$ cat config.mk
export PLATFORM = sky130hd
export DESIGN_NAME = comparator_serial_msb
export DESIGN_NICKNAME = d
export VERILOG_FILES = /design/src/rtl/comparator_serial_msb_pkg.sv /design/src/rtl/comparator_serial_msb_cmp2.sv /design/src/rtl/comparator_serial_msb.sv
export SDC_FILE = /design/constraint.sdc
export NUM_CORES = 1
export LEC_CHECK = 0
export ABC_AREA = 1
export CORE_MARGIN = 4
export CORE_UTILIZATION = 40
export CTS_BUF_LIST = sky130_fd_sc_hd__clkbuf_4 sky130_fd_sc_hd__clkbuf_8
export CTS_CLUSTER_DIAMETER = 100
export DETAILED_ROUTE_END_ITERATION = 10
export PLACE_DENSITY = 0.76
export RECOVER_POWER = 100
export SLEW_MARGIN = 20
export SYNTH_ARGS = -nofsm -noshare
export SYNTH_HDL_FRONTEND = slang
export SYNTH_SLANG_ARGS = --single-unit
$ cat constraint.sdc
create_clock -name clk -period 5.5 [get_ports clk]
set_clock_uncertainty 0.05 [all_clocks]
set_input_delay 0.825 -clock clk [delete_from_list [all_inputs] [get_ports clk]]
set_output_delay 0.825 -clock clk [all_outputs]
set_load 0.03 [all_outputs]
$ cat src/rtl/comparator_serial_msb_pkg.sv
// +----------------------------------------------------------------------+
// | comparator_serial_pkg - shared types for the serial MSB comparator   |
// | Rev 1.0                                                              |
// +----------------------------------------------------------------------+
`default_nettype none

package comparator_serial_pkg;

  typedef enum logic [1:0] {
    IDLE = 2'd0,
    RUN  = 2'd1,
    DONE = 2'd2
  } cmp_state_t;

  typedef enum logic [1:0] {
    RES_GT = 2'd0,
    RES_EQ = 2'd1,
    RES_LT = 2'd2
  } cmp_res_t;

  // One-hot {gt, eq, lt}
  function automatic logic [2:0] res_to_flags(input cmp_res_t r);
    case (r)
      RES_GT:  return 3'b100;
      RES_EQ:  return 3'b010;
      RES_LT:  return 3'b001;
      default: return 3'b000;
    endcase
  endfunction

endpackage

`default_nettype wire

$ cat src/rtl/comparator_serial_msb_cmp2.sv
// +----------------------------------------------------------------------+
// | cmp2_digit - combinational 2-bit unsigned digit comparator           |
// | Rev 1.0                                                              |
// +----------------------------------------------------------------------+
`default_nettype none

module cmp2_digit (
  input  logic [1:0] da,
  input  logic [1:0] db,
  output logic       dgt,
  output logic       deq,
  output logic       dlt
);

  assign dgt = (da > db);
  assign deq = (da == db);
  assign dlt = (da < db);

endmodule

`default_nettype wire

$ cat src/rtl/comparator_serial_msb.sv
// +----------------------------------------------------------------------+
// | comparator_serial_msb - serial MSB-first magnitude comparator;       |
// | define EARLY_EXIT_EN to finish on the first differing digit. Rev 1.0 |
// +----------------------------------------------------------------------+
`default_nettype none

module comparator_serial_msb
  import comparator_serial_pkg::*;
#(
  parameter int WIDTH = 8
) (
  input  logic             clk,
  input  logic             rst,
  input  logic             in_valid,
  output logic             in_ready,
  input  logic [WIDTH-1:0] a,
  input  logic [WIDTH-1:0] b,
  output logic             out_valid,
  input  logic             out_ready,
  output logic             gt,
  output logic             eq,
  output logic             lt
);

  localparam int NDIG = WIDTH / 2;
  localparam int IDXW = (NDIG > 1) ? $clog2(NDIG) : 1;

  if (WIDTH < 2 || (WIDTH % 2) != 0) begin : g_bad_width
    $error("comparator_serial_msb: WIDTH must be even and >= 2");
  end

  cmp_state_t      state_q, state_d;
  cmp_res_t        res_q, res_d;
  logic [IDXW-1:0] idx_q;
  logic [WIDTH-1:0] a_q, b_q;
  logic [2:0]      flags_q;
  logic            valid_q;
  logic [1:0]      da, db;
  logic            dgt, deq, dlt;
  logic            accept, run_last, differ;

  assign da = a_q[{idx_q, 1'b0} +: 2];
  assign db = b_q[{idx_q, 1'b0} +: 2];

  cmp2_digit u_digit (
    .da  (da),
    .db  (db),
    .dgt (dgt),
    .deq (deq),
    .dlt (dlt)
  );

  // State register
  always_ff @(posedge clk) begin
    if (rst) state_q <= IDLE;
    else     state_q <= state_d;
  end

  // Next-state logic
  always_comb begin
    state_d = state_q;
    case (state_q)
      IDLE:    if (accept) state_d = RUN;
      RUN:     if (run_last) state_d = DONE;
      DONE:    if (out_ready) state_d = IDLE;
      default: state_d = IDLE;
    endcase
  end

  // Output / control decode
  always_comb begin
    in_ready = (state_q == IDLE);
    accept   = in_valid && (state_q == IDLE);
    differ   = (res_q == RES_EQ) && !deq;
`ifdef EARLY_EXIT_EN
    run_last = (state_q == RUN) && ((idx_q == '0) || differ);
`else
    run_last = (state_q == RUN) && (idx_q == '0);
`endif
    // Running result freezes on the first unequal digit
    res_d = res_q;
    if (state_q == RUN && res_q == RES_EQ) begin
      case ({dgt, deq, dlt})
        3'b100:  res_d = RES_GT;
        3'b001:  res_d = RES_LT;
        default: res_d = res_q;
      endcase
    end
  end

  always_ff @(posedge clk) begin
    if (rst) begin
      a_q   <= '0;
      b_q   <= '0;
      idx_q <= '0;
      res_q <= RES_EQ;
    end else if (accept) begin
      a_q   <= a;
      b_q   <= b;
      idx_q <= IDXW'(NDIG - 1);
      res_q <= RES_EQ;
    end else if (state_q == RUN) begin
      res_q <= res_d;
      if (idx_q != '0) idx_q <= idx_q - 1'b1;
    end
  end

  always_ff @(posedge clk) begin
    if (rst) begin
      valid_q <= 1'b0;
      flags_q <= 3'b000;
    end else if (run_last) begin
      valid_q <= 1'b1;
      flags_q <= res_to_flags(res_d);
    end else if (state_q == DONE && out_ready) begin
      valid_q <= 1'b0;
      flags_q <= 3'b000;
    end
  end

  assign out_valid    = valid_q;
  assign {gt, eq, lt} = flags_q;

endmodule

`default_nettype wire
==> impl_metrics.csv, run 1 <==
group,metric,value,unit
setup_path,r2r_setup_slack,3.31,ns
detailed_routing,drcViolationCount,0,
clock_network,htreeDepth,1,
synth,yosys-top-cells-count,"nor2_1 (38), dfxtp_1 (26), nand2_1 (25), o21ai_0 (21), a21oi_1 (10)",
detailed_routing,viasPerCell,5.09,
clock_network,cts_setup_buffers,0,
power_and_ir_drop,share_comb_of_total_power,0.284,
timing,worst_slew_pin_slew,0.406,ns
min_path,hold_depth,2,
min_path,min-delay-start,"out_valid",
timing,relSlewSlack,0.729,
power_and_ir_drop,p_leak,0.592,nW
die,dieArea,3820,µm²
layout,fin_util,0.516,
timing,period_minus_slack,2.45,ns
clock_network,cts_buffers,3,
placed_design,dpl_cell_area,1390,µm²
synth,avgSynthCellArea,7.42,µm²
die,die_w,61.8,µm
synth,synthCells,156,
detailed_routing,firstDrtPassIters,4,
clock_network,cts_sinks,26,
layout,area_delta_synth_final,22.9,%
placed_design,placed_cells,205,
global_route,overflow,0,
synth,synth_area,1160,µm²
clock_network,postCtsHoldBufs,0,
detailed_routing,num_vias,1064,
synth,synth_top_flop_cell,"dfxtp_1",
clock_network,clk_pin_slew_worst_paths,0.13,ns
synth,yosysSeqAreaShare,0.450,
timing,rsz0062_at_grt,"false",
placed_design,port_buffers,24,
timing,slew_violations,0,
flow_run,cap_violations,0,
setup_path,end_kind,"output pin",
timing,setup_viol,0,
setup_path,slowest_stage,"dlygate4sd3_1",
power_and_ir_drop,powerDensity,311,nW/µm²
power_and_ir_drop,p_int,0.000302,W
setup_path,reg2regPathDepth,10,
setup_path,cp-start-kind,"flop",
setup_path,max_stage_delay,0.75,ns
timing,hold_viol,0,
timing,finalCritPeriodShare,0.446,
die,die_h,61.8,µm
synth,synthDistinctLibCells,21,
synth,syn_nets,179,
placed_design,hpwlAfterDp,1.80,mm
clock_network,cts_tree,"yes",
detailed_routing,wl_per_cell,11.2,µm
setup_path,worst-endpoint-arrival,1.58,ns
synth,synth_edf_count,0,
clock_network,cts_resized,0,
synth,ys_ff_latch,26,
layout,drive_above_1_share,0.0618,
setup_path,rr_endpoint,"flags_q[2]",
detailed_routing,drt_wl_total,2.33,mm
min_path,min_path_type,"reg2reg",
timing,fin_setup_tns,0,ns
global_route,grt_usage,0.138,
setup_path,crit_required,4.62,ns
setup_path,worst_r2r_startpoint,"idx_q[0]",
synth,yosys_warnings,0,
layout,n_antenna_cell,0,
run_status,outcome,"completed",
die,start_util,0.420,
setup_path,worst-setup-path-type,"reg2out",
synth,synth_async_sr_flop_share,0,
detailed_routing,ant_nets,0,
setup_path,path_cells,"nor2_2 > dlygate4sd3_1",
layout,fin_cells,209,
setup_path,path_max_fanout,4,
global_route,grt_max_degree,21,
clock_network,root_buffer,"clkbuf_4",
clock_network,clockBufferDepth,2,
die,io-pin-count,25,
power_and_ir_drop,p_sw,0.000140,W
clock_network,clock_latency,0.31,ns
synth,synth.most_common_cell,"nor2_1",
synth,yosys.area.top_type_share,0.450,
power_and_ir_drop,switching_share,0.317,
timing,fmax,0.408,GHz
global_route,grt_pass1_vias,957,
synth,synthTopCellsByArea,"dfxtp_1 (45%), nor2_1 (12%), o21ai_0 (9.1%)",
die,rows,19,
layout,final_cell_area,1420,µm²
power_and_ir_drop,pwr-share-seq,0.503,
min_path,min_to,"out_valid",
placed_design,place_congestion,0.776,
layout,nets,202,
die,fp.coreArea,2760,µm²
global_route,grt_antenna_before_repair,0,
synth,yosysTopAreaCell,"dfxtp_1",
global_route,grt_pass1_wl,3.86,mm
power_and_ir_drop,vdd_drop_max,175,µV
power_and_ir_drop,p_clk_frac,0.213,
detailed_routing,initialDrtViolationCount,32,
## metal layers
| layer | up-vias | GRT usage | wire, µm |
|---|---|---|---|
| met5 | - | 0 | 0 |
| li1 | 551 | - | - |
| met2 | 22 | 0.262 | 1170 |
| met4 | 0 | 0.0667 | 24 |
| met3 | 4 | 0.0372 | 137 |
| met1 | 487 | 0.137 | 1010 |
## cell type report
| class | instances | area (µm²) |
|---|---|---|
| Clock buffer | 4 | 36.3 |
| Fill cell | 268 | 1340 |
| Inverter | 10 | 45.0 |
| Multi-Input combinational cell | 114 | 542 |
| Sequential cell | 26 | 520 |
| Tap cell | 31 | 38.8 |
| Timing Repair Buffer | 24 | 240 |
## cell usage in the layout (no fill, tap or decap), types with 2 or more instances in the layout
master           Yosys  routed
a21oi_1             10      10
a32o_1               2       2
clkbuf_4             0       3
clkdlybuf4s50_1      0      18
dfxtp_1             26      26
dlygate4sd3_1        0       6
ha_1                 3       3
inv_1                8       8
nand2_1             25      25
nand3_1              3       3
nand3b_1             2       2
nor2_1              38      38
nor2_2               5       5
o21ai_0             21      21
o22ai_1              2       2
## worst max path at each step
stage / slack, ns / from / depth (start not counted) / to
4_1_cts: 3.09 / state_q[1] / 2 / in_ready
2_1_floorplan: 3.71 / idx_q[0] / 10 / flags_q[0]
3_5_place_dp: 3.29 / rst / 4 / a_q[4]
6_report: 3.05 / state_q[1] / 2 / in_ready
3_3_place_gp: 3.36 / rst / 4 / a_q[6]
5_1_grt: 2.95 / idx_q[0] / 10 / flags_q[1]
## worst max-delay path, delay by kind of cell, from the launching register on
kind	cells	cell delay [ns]
buffers and inverters	1	0.75
DFF	1	0.37
and+or+nand+nor	1	0.14
## cell families after synthesis
kind of cell	Yosys count	share of synthesized area
AO/OA/AOI/OAI	36	0.169
adder cells (fa/ha/maj)	3	0.0324
buffers and inverters	16	0.0822
flip-flops	26	0.450
AND/OR/NAND/NOR	75	0.267
## stage by stage
| step | power (W) | setup slack (ns) | hold WS [ns] |
|---|---|---|---|
| 2_1_floorplan | 0.000319 | 3.71 | 0.398 |
| 3_3_place_gp | 0.000348 | 3.36 | 0.397 |
| 3_5_place_dp | 0.000355 | 3.29 | 0.404 |
| 4_1_cts | 0.000450 | 3.09 | 0.424 |
| 5_1_grt | 0.000474 | 2.95 | 0.452 |
| 6_report | 0.000442 | 3.05 | 0.415 |
## sequential cells by signal (all words and copies together) (netlist names)
signal and cells:
b_q 8, res_q 2, flags_q 3, out_valid 1, state_q 2, idx_q 2, a_q 8
## power by group through the flow
stage / Clock, W / Sequential [W] / Combinational [W]
after floorplan: 0 / 0.000226 / 0.0000936
after global placement: 0 / 0.000226 / 0.000122
after detailed placement: 0 / 0.000227 / 0.000128
after CTS: 0.0000981 / 0.000223 / 0.000129
after global routing: 0.000106 / 0.000225 / 0.000143
final: 0.0000941 / 0.000223 / 0.000126
No activity file was read; power rests on OpenSTA's default activity.
==> inputs of run 2 (changes only) <==
Clock period 5.5 ns to 2.4 ns, I/O delays scaled along.
==> impl_metrics.csv, run 2 (synthesis results as in run 1) <==
group,metric,value,unit
run_status,outcome,"completed",
global_route,overflow,0,
layout,final_common_cell,"nor2_1",
die,fp.coreArea,2760,µm²
die,io-pin-count,25,
flow_run,cap_violations,0,
setup_path,path_max_fanout,10,
setup_path,cp_num_cells,9,
min_path,hold_depth,2,
timing,setup_viol,0,
setup_path,worst-setup-path-type,"reg2reg",
timing,timing.hold.ws,0.416,ns
global_route,grt_pass1_vias,980,
timing,fin_setup_tns,0,ns
setup_path,crit_required,2.61,ns
placed_design,place_congestion,0.871,
timing,finalCritPeriodShare,0.840,
detailed_routing,viasPerCell,4.95,
setup_path,rr_endpoint,"flags_q[0]",
placed_design,port_buffers,24,
setup_path,slowest_stage,"dfxtp_2",
setup_path,crit_buf_inv,1,
setup_path,worst-endpoint-arrival,2.23,ns
detailed_routing,drcViolationCount,0,
detailed_routing,initialDrtViolationCount,28,
power_and_ir_drop,p_int,0.000660,W
clock_network,root_buffer,"clkbuf_4",
power_and_ir_drop,pwr-share-seq,0.522,
layout,area_delta_synth_final,22.2,%
setup_path,path_cells,"clkinvlp_4 > o21ai_0 > o22ai_1 > ha_1 > nand2_1 > nand3_1 > a21oi_1 > nand2_1 > a21oi_1",
setup_path,cp-start-kind,"flop",
global_route,grt_max_degree,21,
setup_path,cp_top_family,"compound AO/OA/AOI/OAI gates",
power_and_ir_drop,share_comb_of_total_power,0.294,
setup_path,worst_r2r_startpoint,"idx_q[0]",
layout,layout_common_cells,"nor2_1 (38), nand2_1 (25), dfxtp_1 (25)",
timing,rsz0062_at_grt,"false",
timing,period_minus_slack,2.01,ns
power_and_ir_drop,powerDensity,694,nW/µm²
global_route,grt_antenna_before_repair,0,
power_and_ir_drop,p_clk_frac,0.184,
layout,reg_top3,"a_q: 8 flops, b_q: 8 flops, flags_q: 3 flops",
layout,n_antenna_cell,0,
setup_path,r2r_setup_slack,0.39,ns
setup_path,worstSetupEndpoint,"flags_q[0]",
clock_network,cts_tree,"yes",
power_and_ir_drop,power,0.000982,W
layout,drive_above_1_share,0.0678,
detailed_routing,wl_per_cell,11.3,µm
die,die_w,61.8,µm
layout,nets,202,
power_and_ir_drop,vdd_drop_max,553,µV
timing,fmax,0.496,GHz
global_route,grt_usage,0.142,
min_path,min-delay-start,"out_valid",
clock_network,htreeDepth,1,
clock_network,cts_buffers,3,
power_and_ir_drop,p_leak,0.584,nW
clock_network,clock_latency,0.32,ns
detailed_routing,ant_nets,0,
clock_network,cts_sinks,26,
clock_network,postCtsHoldBufs,0,
die,die_h,61.8,µm
die,start_util,0.420,
global_route,grt_pass1_wl,3.98,mm
clock_network,clk_pin_slew_worst_paths,0.13,ns
timing,setup_ws,0.385,ns
die,rows,19,
power_and_ir_drop,switching_share,0.327,
detailed_routing,num_vias,1029,
min_path,min_path_type,"reg2reg",
setup_path,max_stage_delay,0.46,ns
detailed_routing,drt_wl_total,2.36,mm
detailed_routing,firstDrtPassIters,4,
timing,slew_violations,0,
timing,relSlewSlack,0.750,
die,dieArea,3820,µm²
timing,hold_viol,0,
clock_network,clockBufferDepth,2,
power_and_ir_drop,p_sw,0.000321,W
setup_path,crit_start,"idx_q[0]",
timing,worst_slew_pin_slew,0.373,ns
placed_design,pre_cts_ws,0.287,ns
setup_path,reg2regPathDepth,9,
setup_path,end_kind,"flop",
placed_design,hpwlAfterDp,1.81,mm
run 2: worst min path at each step:
| stage | slack [ns] | to |
|---|---|---|
| after detailed placement | 0.41 | out_valid |
| after CTS | 0.43 | out_valid |
| after global placement | 0.40 | out_valid |
| after floorplan | 0.40 | a_q[3] |
| final | 0.42 | out_valid |
| after global routing | 0.45 | out_valid |
run 2: layout make-up:
type | instances | area, µm²
fill | 281 | 1340
inverter | 10 | 48.8
multi-input combinational | 114 | 542
timing repair buffer | 24 | 240
sequential | 26 | 522
tap | 31 | 38.8
clock buffer | 3 | 22.5
run 2: layer usage:
| metal | GRT usage | part of all wire | wire, µm |
|---|---|---|---|
| met3 | 0.0434 | 0.066 | 155 |
| met4 | 0.0545 | 0.017 | 40 |
| met2 | 0.269 | 0.52 | 1230 |
| met5 | 0 | 0 | 0 |
| met1 | 0.144 | 0.40 | 932 |
run 2: timing repair:
| action | CTS | global route |
|---|---|---|
| resized for setup | 0 | 2 |
| endpoints found under the setup margin | 0 | 3 |
| buffers inserted | 0 | 0 |
run 2: stage by stage:
step           instances   util  instance area, µm²
2_1_floorplan        156      -                1160
3_3_place_gp         205  0.503                1390
3_5_place_dp         205  0.503                1390
4_1_cts              208  0.511                1410
5_1_grt              208  0.513                1410
6_report             208  0.513                1410
run 2: power groups by stage:
stage	clock (W)	sequential, W	combinational (W)
after global placement	0	0.000519	0.000278
after CTS	0.000189	0.000512	0.000294
final	0.000180	0.000513	0.000289
after floorplan	0	0.000517	0.000215
after detailed placement	0	0.000521	0.000292
after global routing	0.000202	0.000519	0.000330
run 2: worst register-to-register path, cell delays in order (launching register included):
cell and delay [ns]:
dfxtp_2 0.46, clkinvlp_4 0.22, o21ai_0 0.23, o22ai_1 0.10, ha_1 0.32, nand2_1 0.09, nand3_1 0.11, a21oi_1 0.19
nand2_1 0.07, a21oi_1 0.12
